`config.mk`:
```
export PLATFORM = sky130hd
export DESIGN_NAME = spi_master_core
export DESIGN_NICKNAME = d
export VERILOG_FILES = /design/src/rtl/spi_pkg.sv /design/src/rtl/spi_clk_div.sv /design/src/rtl/spi_master_core.sv
export SDC_FILE = /design/constraint.sdc
export NUM_CORES = 1
export LEC_CHECK = 0
export CAP_MARGIN = 10
export CORE_ASPECT_RATIO = 1.4
export CORE_UTILIZATION = 54
export DETAILED_ROUTE_END_ITERATION = 10
export MAX_ROUTING_LAYER = met4
export PLACE_DENSITY_LB_ADDON = 0.12
export SYNTH_ARGS = -nofsm -noshare
export SYNTH_HDL_FRONTEND = slang
export SYNTH_SLANG_ARGS = --single-unit
```
`constraint.sdc`:
```
create_clock -name clk -period 3 [get_ports clk]
set_input_delay 0.6 -clock clk [delete_from_list [all_inputs] [get_ports clk]]
set_output_delay 0.6 -clock clk [all_outputs]
set_load 0.02 [all_outputs]
```
`src/rtl/spi_pkg.sv`:
```
// rtl/spi_pkg.sv - shared state encodings, SPI mode constants and clog2 helper
package spi_pkg;

  typedef enum logic [2:0] {
    ST_IDLE  = 3'd0,
    ST_SETUP = 3'd1,
    ST_XFER  = 3'd2,
    ST_HOLD  = 3'd3,
    ST_DONE  = 3'd4
  } spi_state_e;

  // {CPOL, CPHA}
  localparam logic [1:0] MODE0 = 2'b00;
  localparam logic [1:0] MODE1 = 2'b01;
  localparam logic [1:0] MODE2 = 2'b10;
  localparam logic [1:0] MODE3 = 2'b11;

  function automatic int clog2(input int value);
    int r;
    int v;
    r = 0;
    v = value - 1;
    while (v > 0) begin
      r = r + 1;
      v = v >> 1;
    end
    return r;
  endfunction

endpackage

```
`src/rtl/spi_clk_div.sv`:
```
// rtl/spi_clk_div.sv - one-cycle tick every CLK_DIV clocks while run is high
// Ports: clk, rst_n (async, active-low), run (counter clears when low), tick (pulse).
module spi_clk_div
  import spi_pkg::*;
#(
  parameter int CLK_DIV = 4
) (
  input  logic clk,
  input  logic rst_n,
  input  logic run,
  output logic tick
);

  localparam int CW = clog2(CLK_DIV);
  localparam logic [CW-1:0] CNT_LAST = CW'(CLK_DIV - 1);

  logic [CW-1:0] cnt_q;
  logic [CW-1:0] cnt_d;

  always_comb begin
    cnt_d = cnt_q;
    tick  = 1'b0;
    if (!run) begin
      cnt_d = '0;
    end else if (cnt_q == CNT_LAST) begin
      cnt_d = '0;
      tick  = 1'b1;
    end else begin
      cnt_d = cnt_q + 1'b1;
    end
  end

  always_ff @(posedge clk or negedge rst_n) begin
    if (!rst_n) begin
      cnt_q <= '0;
    end else begin
      cnt_q <= cnt_d;
    end
  end

endmodule

```
`src/rtl/spi_master_core.sv`:
```
// rtl/spi_master_core.sv - SPI initiator, one BITNUM-bit MSB-first word per transfer, all CPOL/CPHA modes
// Ports: clk, rst_n (async, active-low), en (abort on low);
//   CPOL/CPHA/data_in latched on start; busy, data_out, data_ready (1-cycle pulse);
//   CS (active low), DCLK, MOSI driven; MISO sampled (already clk-synchronous).
module spi_master_core
  import spi_pkg::*;
#(
  parameter int BITNUM  = 8,
  parameter int CLK_DIV = 4
) (
  input  logic              clk,
  input  logic              rst_n,
  input  logic              en,
  input  logic              CPOL,
  input  logic              CPHA,
  input  logic              start,
  input  logic [BITNUM-1:0] data_in,
  output logic              busy,
  output logic [BITNUM-1:0] data_out,
  output logic              data_ready,
  output logic              CS,
  output logic              DCLK,
  output logic              MOSI,
  input  logic              MISO
);

  localparam int EW = clog2(2 * BITNUM + 1);
  localparam logic [EW-1:0] EDGE_LAST    = EW'(2 * BITNUM);
  localparam logic [EW-1:0] EDGE_TX_LAST = EW'(2 * BITNUM - 2);
  localparam logic [EW-1:0] EDGE_THREE   = EW'(3);

  spi_state_e        state_q, state_d;
  logic [BITNUM-1:0] tx_shift_q, tx_shift_d;
  logic [BITNUM-1:0] rx_shift_q, rx_shift_d;
  logic [BITNUM-1:0] data_out_q, data_out_d;
  logic [EW-1:0]     edge_cnt_q, edge_cnt_d;
  logic [EW-1:0]     edge_next;
  logic              cpol_q, cpol_d;
  logic              cpha_q, cpha_d;
  logic              cs_q, cs_d;
  logic              dclk_q, dclk_d;
  logic              busy_q, busy_d;
  logic              data_ready_q, data_ready_d;
  logic              div_run;
  logic              div_tick;
  logic              sample_edge;
  logic              shift_edge;

  // One divider paces SETUP, every XFER half-period and HOLD, so CS stays
  // low for exactly CLK_DIV*(2*BITNUM+2) cycles.
  spi_clk_div #(.CLK_DIV(CLK_DIV)) u_clk_div (
    .clk   (clk),
    .rst_n (rst_n),
    .run   (div_run),
    .tick  (div_tick)
  );

  always_comb begin
    state_d      = state_q;
    tx_shift_d   = tx_shift_q;
    rx_shift_d   = rx_shift_q;
    data_out_d   = data_out_q;
    edge_cnt_d   = edge_cnt_q;
    cpol_d       = cpol_q;
    cpha_d       = cpha_q;
    cs_d         = cs_q;
    dclk_d       = dclk_q;
    busy_d       = busy_q;
    data_ready_d = 1'b0;
    edge_next    = edge_cnt_q;
    sample_edge  = 1'b0;
    shift_edge   = 1'b0;
    div_run      = (state_q == ST_SETUP) || (state_q == ST_XFER) || (state_q == ST_HOLD);

    if (!en && (state_q != ST_IDLE)) begin
      state_d    = ST_IDLE;
      cs_d       = 1'b1;
      dclk_d     = cpol_q;
      busy_d     = 1'b0;
      edge_cnt_d = '0;
    end else begin
      case (state_q)
        ST_IDLE: begin
          dclk_d = CPOL;
          if (start && en) begin
            tx_shift_d = data_in;
            rx_shift_d = '0;
            cpol_d     = CPOL;
            cpha_d     = CPHA;
            cs_d       = 1'b0;
            busy_d     = 1'b1;
            edge_cnt_d = '0;
            state_d    = ST_SETUP;
          end
        end
        ST_SETUP: begin
          if (div_tick) begin
            state_d = ST_XFER;
          end
        end
        ST_XFER: begin
          if (div_tick) begin
            edge_next  = (edge_cnt_q == EDGE_LAST) ? edge_cnt_q : edge_cnt_q + 1'b1;
            edge_cnt_d = edge_next;
            dclk_d     = ~dclk_q;
            // Edge numbering starts at 1, so bit 0 set means an odd edge.
            // With CPHA=1 the MSB is already on MOSI, so edge 1 never shifts.
            if (cpha_q) begin
              sample_edge = ~edge_next[0];
              shift_edge  = edge_next[0] && (edge_next >= EDGE_THREE);
            end else begin
              sample_edge = edge_next[0];
              shift_edge  = ~edge_next[0] && (edge_next <= EDGE_TX_LAST);
            end
            if (sample_edge) begin
              rx_shift_d = {rx_shift_q[BITNUM-2:0], MISO};
            end
            if (shift_edge) begin
              tx_shift_d = {tx_shift_q[BITNUM-2:0], 1'b0};
            end
            if (edge_next == EDGE_LAST) begin
              state_d = ST_HOLD;
            end
          end
        end
        ST_HOLD: begin
          if (div_tick) begin
            cs_d    = 1'b1;
            state_d = ST_DONE;
          end
        end
        ST_DONE: begin
          data_out_d   = rx_shift_q;
          data_ready_d = 1'b1;
          busy_d       = 1'b0;
          state_d      = ST_IDLE;
        end
        default: begin
          state_d = ST_IDLE;
        end
      endcase
    end
  end

  always_ff @(posedge clk or negedge rst_n) begin
    if (!rst_n) begin
      state_q      <= ST_IDLE;
      tx_shift_q   <= '0;
      rx_shift_q   <= '0;
      data_out_q   <= '0;
      edge_cnt_q   <= '0;
      cpol_q       <= 1'b0;
      cpha_q       <= 1'b0;
      cs_q         <= 1'b1;
      dclk_q       <= 1'b0;
      busy_q       <= 1'b0;
      data_ready_q <= 1'b0;
    end else begin
      state_q      <= state_d;
      tx_shift_q   <= tx_shift_d;
      rx_shift_q   <= rx_shift_d;
      data_out_q   <= data_out_d;
      edge_cnt_q   <= edge_cnt_d;
      cpol_q       <= cpol_d;
      cpha_q       <= cpha_d;
      cs_q         <= cs_d;
      dclk_q       <= dclk_d;
      busy_q       <= busy_d;
      data_ready_q <= data_ready_d;
    end
  end

  assign busy       = busy_q;
  assign data_out   = data_out_q;
  assign data_ready = data_ready_q;
  assign CS         = cs_q;
  assign DCLK       = dclk_q;
  assign MOSI       = tx_shift_q[BITNUM-1];

endmodule

```
==> impl.org, run 1 <==
** Synthesis
- Counting flops with a built-in enable in the synthesized netlist gives 0.
- The share of synthesized area in the top cell type comes to between 40% and 50%.
- Summed instance area of the synthesized netlist :: 2030 um^2
- Most area-hungry cell type in the Yosys netlist :: sky130_fd_sc_hd__dfrtp_1
- Synthesis instantiated 43 different standard cells from the library.
- Proportion of register bits with asynchronous set or reset after synthesis :: 100%
- Sorting the synthesized cells by area gives the leading types as sky130_fd_sc_hd__dfrtp_1 48%, sky130_fd_sc_hd__mux2_2 6.1%, sky130_fd_sc_hd__mux2_4 5.2%, sky130_fd_sc_hd__a22o_1 3.5%, sky130_fd_sc_hd__mux2_1 3.3%.
- Synth Net Count :: 196
- Mapped Cells :: ~180
- The average instance in the mapped netlist occupies ~11 um^2.
- Synthesis inferred 40 register bits.
- Number of synthesis warnings :: 0
- Share of synthesized area occupied by flip-flops and latches :: roughly 49%
- Most frequently used flop master after synthesis :: sky130_fd_sc_hd__dfrtp_1

** Pwr
- Per report_power, the clock group accounts for 32.7% of the total.
- The internal portion of the total power is 0.858 mW.
- In this run switching power makes up between 20% and 30% of total power.
- For this design the total switching power over the nets is 0.293 mW.
- Part of the total power dissipated in combinational logic :: between 10 and 15%
- In this run the power density over the cells is about 470 nW/um^2.
- Relative contribution of sequential cells to total power :: 52.9%
- Leakage power :: 1.05 nW
- VDD sags by at most 0.446 mV.

** STA
- The final critical path takes up 85.0% of the cycle.
- The final-report hold violation count was 0.
- For this run, the top clock speed supported by timing is ~400 MHz.
- Worst clock skew on the final layout :: approximately 1.2 ps
- The worst path in the final design needs a cycle of about 2500 ps, including I/O delays and setup.
- Setup violations remaining at the end of the flow were counted as 0.
- Fin. max-slew vios :: 0
- Setup repair after global routing left no endpoint under its margin.
- Final setup TNS :: 0 ps
- At the pin with the least slew margin, the transition time is 897 ps.
- Headroom to the max-slew limit came out at about two fifths.

** Critical path
- CP max stage delay :: 620 ps
- Critical path data required time :: 3180 ps
- The worst register-to-register path has a depth of 7.
- Worst Path Class, Setup :: flip-flop to flip-flop
- The critical path contains buffers and inverters numbering 2 combined.
- Critical Path Slowest Stage Cell :: sky130_fd_sc_hd__dfrtp_1
- In this run the critical register-to-register path is launched from edge_cnt_q[0].
- Flop2flop setup slack :: 450 ps
- Reg-to-reg critical path endpoint :: tx_shift_q[4]
- The worst setup path is captured at a flip-flop.
- STA classifies the critical path startpoint as a flip-flop.
- Crit path cell chain :: inv_1 -> ha_1 -> or3_1 -> a311oi_2 -> a211oi_4 -> buf_4 -> mux2_4
- Family with the most delay on the worst path :: flip-flops
- In this run the worst path has a maximum fanout of 13.
- Data on the critical path arrives at its endpoint at 2730 ps.

** Detailed routing
- Number of nets with antenna violations after detailed routing :: 0
- Dividing the detail-routed via count by the number of cells gives 5.88.
- Detailed routing inserted a total of 1,464 vias.
- In the final routed layout, each cell accounts on average for 16.7 um.
- The first routing iteration left 34 violations.
- Final Routed Wirelength :: 4150 um
- For this run, design rule violations remaining after detail routing come to 0.
- The pre-antenna-repair detailed-routing pass consisted of 4 iterations.

** Job
- Max_cap viols :: 0

** Floorplan
- IO Pins :: 28
- The die covers 4010 um^2.
- Initial Utilization :: a little under three fifths
- Die X :: 53.8 um
- Placeable core region :: about 3600 um^2
- The initialized floorplan defines 26 standard-cell rows.
- Die height :: roughly 75 um

** Layout
- Most frequent cells in the layout :: 39 x sky130_fd_sc_hd__dfrtp_1, 26 x sky130_fd_sc_hd__clkdlybuf4s50_1, 11 x sky130_fd_sc_hd__mux2_2, 11 x sky130_fd_sc_hd__nand2_1, 9 x sky130_fd_sc_hd__o21ai_0
- Finished Layout Cells :: 249
- The library cell used most frequently in the layout, excluding fill and tap cells, is sky130_fd_sc_hd__dfrtp_1.
- Layout cells sized above 1 :: 17.4%
- After filler insertion, the fill cell instance count of the layout stands at 274.
- Number of antenna cells inserted :: 0
- Relative to the synthesized area, the layout overhead comes to 20.0%.
- Number of nets in the finished design :: 225

** GRT
- Pin count of the biggest net entering global routing :: 41
- Total routing resource utilization after global routing :: between 20% and 30%
- For this run the aggregate overflow at the end of global routing stands at 0.
- The first global-routing pass estimated 6450 um of wire.
- The number of global-route vias before repair was 1,421.
- The number of antenna violations at the first check in global routing is 0.

** Clock tree
- At the later pin of the worst-skew pair, clock insertion delay measures just under 300 ps.
- Clk sinks :: 40
- In this run, post-CTS hold repair placed 0 buffers.
- The number of gates resized after CTS was 0.
- The tree is rooted in a sky130_fd_sc_hd__clkbuf_8.
- Clock-pin slew was measured on the worst setup and hold paths at 80 ps.
- TritonCTS built the clock tree.
- Depth of the CTS H-tree :: 2
- TritonCTS created 5 clock buffers.
- The clock passes through at most 2 buffers.
- After clock tree synthesis, the setup repair step added 0 buffers.

** Place
- At the end of routability-driven placement, the weighted congestion stood at 0.889.
- Inst Count DP :: roughly 240
- PortBufs :: 27
- Detailed placement HPWL :: 2920 um

** Min path
- The worst hold path belongs to the class input pin to asynchronous set/reset pin.

** Outcome
- Outcome :: finished, final reports clean
[layer usage]
layer	track usage [%]	share of wire (%)	up-vias	routed length, um
li1	-	-	694	-
met3	6.13	4.0	11	168
met4	10.2	2.6	0	108
met2	38.8	52	43	2150
met1	25.2	42	716	1730
met5	-	0	-	0
[layout make-up]
type                            instances  area [um^2]  share of cell area (%)
Clock buffer                            6         82.6                    3.39
Timing Repair Buffer                   31          295                    12.1
Tap cell                               42         52.6                    2.16
Inverter                                8         30.0                    1.23
Sequential cell                        40         1000                    41.2
Multi-Input combinational cell        120          957                    39.3
Clock inverter                          2         15.0                   0.617
[through the flow]
step | cell area [um^2] | total power [mW] | hold slack, ps | util [%] | worst slack (ps)
2_1_floorplan | 2030 | 0.713 | 304 | - | 800
4_1_cts | 2430 | 1.16 | 446 | 67.4 | 480
5_1_grt | 2430 | 1.20 | 469 | 67.4 | 379
3_3_place_gp | 2340 | 0.777 | 425 | 64.7 | 515
6_report | 2430 | 1.15 | 433 | 67.4 | 451
3_5_place_dp | 2340 | 0.785 | 435 | 64.7 | 459
[synthesized netlist by cell type, types with 5 or more instances]
master / number
sky130_fd_sc_hd__a22o_1: 8
sky130_fd_sc_hd__dfrtp_1: 39
sky130_fd_sc_hd__inv_1: 7
sky130_fd_sc_hd__mux2_1: 6
sky130_fd_sc_hd__mux2_2: 11
sky130_fd_sc_hd__mux2_4: 7
sky130_fd_sc_hd__nand2_1: 11
sky130_fd_sc_hd__nand3_1: 6
sky130_fd_sc_hd__nor2_1: 8
sky130_fd_sc_hd__o21ai_0: 9
sky130_fd_sc_hd__o31ai_1: 5
[worst max path at each step]
stage	startpoint	end	depth (start not counted)
floorplan	edge_cnt_q[0]	tx_shift_q[7]	8
global placement	en	tx_shift_q[7]	7
detailed placement	en	tx_shift_q[7]	7
CTS	edge_cnt_q[0]	tx_shift_q[1]	7
global route	edge_cnt_q[0]	tx_shift_q[4]	7
finish	edge_cnt_q[0]	tx_shift_q[4]	7
[worst reg2reg max path, stage by stage, from the launching register on]
cell and delay, ps:
sky130_fd_sc_hd__dfrtp_1 620, sky130_fd_sc_hd__inv_1 140, sky130_fd_sc_hd__ha_1 370, sky130_fd_sc_hd__or3_1 380, sky130_fd_sc_hd__a311oi_2 340, sky130_fd_sc_hd__a211oi_4 100
sky130_fd_sc_hd__buf_4 200, sky130_fd_sc_hd__mux2_4 310
[flip-flops by register name (all words and copies together), names as in the netlist, 2 cells and up]
register	count
u_clk_div.cnt_q	2
edge_cnt_q	5
data_out	8
state_q	3
tx_shift_q	8
rx_shift_q	8
[power groups by stage]
stage | Clock, mW | Combinational, mW | Sequential, mW
after CTS | 0.384 | 0.167 | 0.609
after detailed placement | 0 | 0.165 | 0.620
after global placement | 0 | 0.161 | 0.616
after floorplan | 0 | 0.0914 | 0.621
after global routing | 0.403 | 0.180 | 0.614
final | 0.376 | 0.166 | 0.609
[kinds of logic after synthesis]
kind of cell | synth area share (%)
AOI/OAI and AO/OA | 14.4
xor gates and xnor gates | 3.02
adders and majority gates | 2.47
buffers and inverters | 3.39
DFF | 49.4
muxes | 15.1
and+or+nand+nor | 12.2
No activity file was read; power rests on OpenSTA's default activity.
==> inputs of run 2 (changes only) <==
clock period = 2.5 ns   (was 3 ns; I/O delays follow)
==> run 2 against run 1 <==
Against the previous run:
- non-clock buffer count increased by 6
- clock skew increased by 1.5 ps
- total power increased by 18%
- global-route usage increased by 0.85 points
- routed wire length decreased by 3.0%
- clock-buffer cell count unchanged
- sequential share of layout area decreased by 0.60 points
- first-iteration DRC count decreased by 15%
- critical path type unchanged
- critical endpoint is now tx_shift_q[7]
- largest power group unchanged
==> impl.org, run 2 (synthesized netlist as in run 1, its figures left out) <==
** Detailed routing
- Number of remaining DRC errors :: 0
- Final Routed Wirelength :: 4030 um
- Iteration-0 DRC Markers :: 29
- The first detailed-routing pass took 4 iterations.
- Dividing the detail-routed wire length by the instance count gives 15.8 um.
- After detailed routing, the number of vias per cell comes to roughly 5.8.
- For this block, the via count after detailed routing is 1,476.
- Number of nets with antenna violations after detailed routing :: 0

** STA
- The final-report hold violation count was 0.
- For this run, the top clock speed supported by timing is about 440 MHz.
- Relative max-transition margin :: about two fifths
- After layout, the worst setup slack is 236 ps.
- Worst clock skew on the final layout :: 2.74 ps
- Final setup TNS :: 0 ps
- Final Critical Period :: approximately 2300 ps
- Portion of the clock cycle consumed by the worst path in the final layout :: between 90% and 100%
- Slew @ Worst Pin :: 871 ps
- Unrepaired setup endpoints after global routing :: no
- The max-slew violation total from the final report is 0.
- Setup violations remaining at the end of the flow were counted as 0.

** Layout
- The library cells used most frequently in the layout, excluding fill and tap cells, are 39 x sky130_fd_sc_hd__dfrtp_1, 26 x sky130_fd_sc_hd__clkdlybuf4s50_1, 11 x sky130_fd_sc_hd__mux2_2, 11 x sky130_fd_sc_hd__nand2_1, 10 x sky130_fd_sc_hd__buf_4.
- The net count of the finished layout is 231.
- Final core area utilization :: 68.4%
- The post-route netlist has 19.2% of its cells at a drive strength greater than 1.
- Counting the fill cells in the layout gives 272.
- Most frequent standard cell in the layout excluding fill and tap cells :: sky130_fd_sc_hd__dfrtp_1
- Number of antenna cells inserted :: 0
- Area added between synthesis and finish :: 21.8%

** Clock tree
- Worst-skew pair later-pin latency :: 290 ps
- Clock Root Buffer :: sky130_fd_sc_hd__clkbuf_8
- The number of setup buffers added after CTS is 0.
- Clk sinks :: 40
- Clock tree synthesis inserted a total of 5 buffers.
- In this run the deepest clock path goes through 2 buffers.
- Post-CTS clock slew at the launch and capture registers of the worst setup and hold paths :: 80 ps
- In this run, post-CTS hold repair placed 0 buffers.
- Post-cts sizing count :: 0
- TritonCTS built the clock tree.
- Depth of the CTS H-tree :: 2

** GRT
- Pin count of the biggest net entering global routing :: 41
- Antenna violations before repair :: 0
- The first global-routing pass estimated 6620 um of wire.
- Number of global-route vias before repair :: 1,462
- After global routing the overflow that remains totals 0.
- Across every metal layer, demand over resource in global routing totals 24.1%.

** Floorplan
- From bottom edge to top edge, the die measures 74.5 um.
- The region available for standard cell placement spans 3610 um^2.
- The floorplan step set the die width to between 50 and 60 um.
- The die covers 4010 um^2.
- Row count :: 26
- During I/O placement, the number of pins put on the boundary was 28.
- Initial Utilization :: 56.2%

** Job
- Across the run, the number of max-cap violations was 0.

** Outcome
- Outcome :: finished, final reports clean

** Critical path
- Category of the worst setup path launch point :: flip-flop
- Along the worst path, the maximum fanout reaches 8.
- By startpoint and endpoint, the worst setup path is classified as flip-flop to flip-flop.
- Endpoint type of the worst setup path :: flip-flop
- STA puts the critical path data arrival time at 2440 ps.
- Critical path data required time :: 2680 ps

** Place
- Detailed placement HPWL :: 2880 um
- Routability-driven placement finished with a final weighted congestion of 0.979.
- PortBufs :: 27
- OpenSTA, run right after detailed placement, puts the worst setup slack at 170 ps.

** Pwr
- The share of total power dissipated in the clock network is 31.4%.
- Sw Pwr :: 0.352 mW
- Switching part of the total :: 25.9%
- Relative contribution of sequential cells to total power :: 53.3%
- Worst supply voltage drop on vdd :: 0.603 mV
- Summed over all cells, the static leakage comes to 1.07 nW.
- Combinational logic burns 15.3% of the power.
- The internal power of the cells totals 1.01 mW.
- In this run the power density over the cells is 551 nW/um^2.

** Min path
- Worst hold-check path type :: input pin to asynchronous set/reset pin
==> run 2: cell types whose count changed in the layout (fill, tap and decap cells not counted) <==
| cell | change |
|---|---|
| sky130_fd_sc_hd__buf_4 | +6 |
| sky130_fd_sc_hd__clkbuf_1 | +1 |
| sky130_fd_sc_hd__clkbuf_8 | -1 |
| sky130_fd_sc_hd__clkinv_4 | +1 |
| sky130_fd_sc_hd__clkinvlp_4 | -1 |
==> run 2: power groups by stage <==
stage | logic [mW] | clock network, mW | registers [mW]
detailed placement | 0.210 | 0 | 0.738
finish | 0.209 | 0.427 | 0.725
CTS | 0.212 | 0.445 | 0.726
global placement | 0.202 | 0 | 0.735
floorplan | 0.110 | 0 | 0.746
global route | 0.231 | 0.464 | 0.732
==> run 2: final cells by class <==
class / instances / area [um^2] / share of cell area (%)
Clock buffer: 6 / 72.6 / 2.94
Clock inverter: 2 / 16.3 / 0.658
Inverter: 8 / 30.0 / 1.22
Multi-Input combinational cell: 120 / 957 / 38.7
Sequential cell: 40 / 1000 / 40.6
Tap cell: 42 / 52.6 / 2.13
Timing Repair Buffer: 37 / 340 / 13.8
==> run 2: stage by stage <==
step                      instance area, um^2  std cells  power [mW]  hold slack, ps
after floorplan                          2030        177       0.855             204
after global placement                   2380        247       0.937             428
after detailed placement                 2380        247       0.948             434
after CTS                                2470        255        1.38             342
after global routing                     2470        255        1.43             406
final                                    2470        255        1.36             315
==> run 2: final timing paths <==
kind / startpoint / endpoint / slack [ps] / cells past startpoint
max reg2reg: edge_cnt_q[0] / tx_shift_q[7] / 240 / 7
max in group asynchronous: rst_n / DCLK / 1630 / 1
max: edge_cnt_q[0] / tx_shift_q[7] / 240 / 7
min reg2reg: u_clk_div.cnt_q[0] / u_clk_div.cnt_q[0] / 450 / 1
min: rst_n / tx_shift_q[2] / 310 / 1
min in group clk: u_clk_div.cnt_q[0] / u_clk_div.cnt_q[0] / 450 / 1
==> run 2: per-layer routing <==
layer	track usage, %	part of all wire, %
met1	27.3	41
met2	38.7	52
met3	6.13	3.9
met4	11.7	3.0
met5	-	0
==> run 2: worst max-delay path, stage by stage, from the launching register on <==
cell and delay [ps]:
sky130_fd_sc_hd__dfrtp_1 410, sky130_fd_sc_hd__inv_1 90, sky130_fd_sc_hd__ha_1 340, sky130_fd_sc_hd__or3_1 370, sky130_fd_sc_hd__a311oi_2 350, sky130_fd_sc_hd__a211oi_4 100, sky130_fd_sc_hd__buf_4 200, sky130_fd_sc_hd__mux2_4 310
==> inputs of run 3 (changes only) <==
ABC_AREA = 1   (was unset)
CAP_MARGIN = 20   (was 10)
==> run 3 against run 2 <==
Against the previous run:
- first-iteration DRC count is 93% higher
- via count is 15% higher
- clock skew grew 4.4 ps
- cell count increased by 27%
- utilization rose by 2.4 points
- sequential power increased by 38%
- die area shrank 1.4%
- sequential cell count unchanged
- routed wire length down 6.2%
- fmax is 17% higher
- critical path depth grew 4
- area after synthesis decreased by 1.5%
- critical path type unchanged
- critical endpoint is now rx_shift_q[0]
- largest cell class unchanged
==> impl.org, run 3 <==
** Critical path
- Critical Path Slowest Stage Cell :: sky130_fd_sc_hd__dfrtp_1
- By instance count, the cell type seen most on the critical path is sky130_fd_sc_hd__nand3_1.
- Category of the worst setup path launch point :: flip-flop
- The critical path contains buffers and inverters numbering 3 combined.
- Worst reg2reg path depth :: 11
- In this run the critical register-to-register path is captured at rx_shift_q[0].
- The critical path in this run is classified as flip-flop to flip-flop.
- CP max stage delay :: approximately 430 ps
- Endpoint type of the worst setup path :: flip-flop
- Top fanout value on the critical path :: 16
- Critical path data required time :: approximately 2700 ps
- Flop2flop setup slack :: approximately 560 ps
- The worst register-to-register path begins at edge_cnt_q[0].
- For the worst setup path, the data arrival time is 2100 ps.
- Walking the worst path, the cells encountered are inv_1 -> ha_1 -> nand3_1 -> xor2_1 -> inv_1 -> nand2_1 -> nand3_1 -> nand2_2 -> clkinv_2 -> nand3_1 -> o21ai_0.
- Family with the most delay on the worst path :: simple AND/OR/NAND/NOR gates

** Min path
- The min-delay analysis places its worst path in the category input pin to asynchronous set/reset pin.

** Clock tree
- Clk sinks :: 40
- Worst-skew pair later-pin latency :: between 200 and 300 ps
- Clock Root Buffer :: sky130_fd_sc_hd__clkbuf_8
- The clock passes through at most 2 buffers.
- Total setup buffers inserted after CTS :: 0
- TritonCTS clock tree :: done
- TritonCTS Buffers :: 5
- CTS built an H-tree with a depth of 2.
- Post-cts sizing count :: 0
- Post-cts hold buffer count :: 0
- Post-CTS clock slew at the launch and capture registers of the worst setup and hold paths :: 70 ps

** Synthesis
- The synthesized design spends more area on one cell type than any other, namely sky130_fd_sc_hd__dfrtp_1.
- Counting flops with an async set or reset pin after synthesis yields a share of 100%.
- The portion of synthesized area spent on multiplexers is 0%.
- Mapped Cells :: 249
- In this run, synthesis produced a sequential element count of 40.
- By area, the combinational part of the netlist is dominated by simple AND/OR/NAND/NOR gates.
- Yosys instantiated no cell more often than sky130_fd_sc_hd__nand2_1.
- After synthesis, the cell types taking the most area are sky130_fd_sc_hd__dfrtp_1 49%, sky130_fd_sc_hd__nand2_1 15%, sky130_fd_sc_hd__nand3_1 6.3%, sky130_fd_sc_hd__o21ai_0 6.3%, sky130_fd_sc_hd__inv_1 5.1%.
- After synthesis, the mean cell area works out to 8.02 um^2.
- The synthesized design devotes to its leading area cell type 48.8% of total area.
- The synthesized netlist devotes 10.3% of its cell area to compound gates.
- Of the total synthesized cell area, the portion taken by XOR and XNOR cells is 0.438%.
- Post-synthesis simple-gate area fraction :: 29.1%
- After synthesis, the netlist uses 28 different library cells.
- Number of synthesis warnings :: 0
- Counting instances in the post-synthesis netlist gives the leading cell types as 80 x sky130_fd_sc_hd__nand2_1, 39 x sky130_fd_sc_hd__dfrtp_1, 27 x sky130_fd_sc_hd__inv_1, 25 x sky130_fd_sc_hd__nand3_1, 25 x sky130_fd_sc_hd__o21ai_0.
- Synth Net Count :: 268
- For this run, the register share of the synthesized area comes to around half.
- The cell area that synthesis handed to floorplanning was 2000 um^2.
- Post-synth EDFFs :: 0
- The synthesized netlist devotes under 10% of its cell area to adder and majority cells.
- For this run, the leading register cell type out of synthesis is sky130_fd_sc_hd__dfrtp_1.

** GRT
- The number of antenna violations at the first check in global routing came to 0.
- The first global-routing pass estimated 6560 um of wire.
- Global routing usage on met1 :: 28.5%
- For this run, global-route usage on met2 was measured as 36.9%.
- Pin count of the biggest net entering global routing :: slightly above 40
- Global routing consumed, on the met3 layer, ~5.7% of the routing resources.
- Global routing used a little under a quarter of the available tracks.
- Number of global-route vias before repair :: around 1,500
- Summed over all layers, the global routing overflow is 0.
- Layer with the highest usage :: met2

** Outcome
- The flow ran to the end, and the final reports show no timing, DRC or antenna violations.

** Job
- The tool flagged a number of max-cap violations equal to 0.

** Detailed routing
- The pre-antenna-repair detailed-routing pass consisted of 4 iterations.
- Per-cell via count in the routed design :: 5.23
- Number of remaining DRC errors :: 0
- The routed layout has 1,696 vias.
- In this run, the number of DRC markers left after iteration 0 of detailed routing was 56.
- For this block, the routed nets add up to 3780 um of wire.
- Dividing the detail-routed wire length by the instance count gives 11.7 um.
- The detail route stage leaves a number of antenna-violating nets equal to 0.

** Layout
- The filler cells instantiated in the layout total between 200 and 300.
- The area growth from synthesis to layout is 21.9%.
- Most frequent cells in the layout :: 80 x sky130_fd_sc_hd__nand2_1, 39 x sky130_fd_sc_hd__dfrtp_1, 27 x sky130_fd_sc_hd__inv_1, 26 x sky130_fd_sc_hd__clkdlybuf4s50_1
- The final layout contains 302 nets.
- The post-route netlist has 9.86% of its cells at a drive strength greater than 1.
- Cells fill 70.8% of the core in the end.
- Finished Layout Cells :: 324
- Leaving out fill and tap cells, the most frequent cell in the layout is sky130_fd_sc_hd__nand2_1.
- The repair_antennas step left the layout with diodes totalling 0.

** STA
- Hold Vio Cnt, Final :: 0
- Headroom to the max-slew limit came out at 42.3%.
- At the pin with the least slew margin, the transition time is just under 900 ps.
- For the final database, setup skew stands at 7.13 ps.
- Final Critical Period :: 1940 ps
- The max-slew violation total from the final report was 0.
- Setup total negative slack on the finished layout was measured at 0 ps.
- Setup repair after global routing left no endpoint under its margin.
- Setup violations remaining at the end of the flow were counted as 0.
- Achievable frequency :: 515 MHz
- Dividing the final minimum period by the clock period gives 77.6%.

** Floorplan
- Placeable core region :: 3440 um^2
- The initial utilization of the core area, before any placement, comes to 58.1%.
- From bottom edge to top edge, the die measures 74.0 um.
- Pin placement for this block handled 28 I/O pins.
- The floorplan has 25 rows.
- Die X :: 53.4 um
- Die area :: 3950 um^2

** Place
- PortBufs :: 27
- Counting tap cells, the placed design contains a total of 316 instances.
- The wire-length estimate of the detail-placed layout is 2740 um.
- Placer's final routability congestion estimate :: 0.930

** Pwr
- VDD sags by at most 0.790 mV.
- Areal power density over the cells :: 1150 nW/um^2
- Final Power :: 2.80 mW
- Leakage power :: 1.18 nW
==> run 3: cell count changes in the layout (fill, tap and decap cells not counted), sizes merged, moves of 3 or more <==
cell and delta:
a22o -8, buf -5, inv +20, mux2 -24
nand2 +73, nand2b -4, nand3 +21, nand4 +4
nor2 +7, o21ai +15, o31ai -5, or3 -3
xnor2 -4
==> run 3: layer usage <==
layer	routed length (um)	up-vias
met5	0	-
met4	34	0
met3	90	4
met2	1860	33
met1	1790	793
li1	-	866
==> run 3: layout make-up <==
| type | count | area (um^2) | share of cell area (%) |
|---|---|---|---|
| clock inverters | 2 | 38.8 | 1.59 |
| flip-flops and latches | 40 | 1000 | 41.1 |
| well taps | 40 | 50.0 | 2.05 |
| inverters | 30 | 114 | 4.67 |
| multi-input cells | 174 | 846 | 34.7 |
| clock buffers | 6 | 82.6 | 3.39 |
| repair buffers | 32 | 303 | 12.4 |
==> run 3: worst register-to-register path, stage by stage (launching register included) <==
cell	delay, ps
sky130_fd_sc_hd__dfrtp_1	430
sky130_fd_sc_hd__inv_1	120
sky130_fd_sc_hd__ha_1	210
sky130_fd_sc_hd__nand3_1	130
sky130_fd_sc_hd__xor2_1	230
sky130_fd_sc_hd__inv_1	110
sky130_fd_sc_hd__nand2_1	70
sky130_fd_sc_hd__nand3_1	70
sky130_fd_sc_hd__nand2_2	70
sky130_fd_sc_hd__clkinv_2	170
sky130_fd_sc_hd__nand3_1	110
sky130_fd_sc_hd__o21ai_0	90
==> run 3: kinds of logic after synthesis <==
logic type,Yosys count
AO/OA/AOI/OAI,35
XOR/XNOR,1
adder cells (fa/ha/maj),4
buffers and inverters,35
flip-flops,40
AND/OR/NAND/NOR,134
==> run 3: worst max path at each step <==
stage	to	slack, ps	depth (start not counted)	start
final	rx_shift_q[0]	560	11	edge_cnt_q[0]
after detailed placement	tx_shift_q[6]	340	8	en
after global placement	tx_shift_q[6]	370	8	en
after CTS	rx_shift_q[0]	510	11	edge_cnt_q[0]
after floorplan	tx_shift_q[0]	810	13	edge_cnt_q[0]
after global routing	rx_shift_q[7]	310	11	edge_cnt_q[0]
==> run 3: power by group <==
| part | switching (mW) | internal (mW) |
|---|---|---|
| registers | 0.136 | 0.866 |
| clock network | 0.219 | 0.326 |
| logic | 0.771 | 0.486 |
| total | 1.13 | 1.68 |
==> run 3: stage by stage <==
stage | instance area, um^2 | setup slack (ps) | hold slack, ps
final | 2440 | 559 | 324
after global routing | 2440 | 309 | 401
after CTS | 2440 | 507 | 344
after detailed placement | 2310 | 338 | 432
after global placement | 2310 | 373 | 424
after floorplan | 2000 | 814 | 204
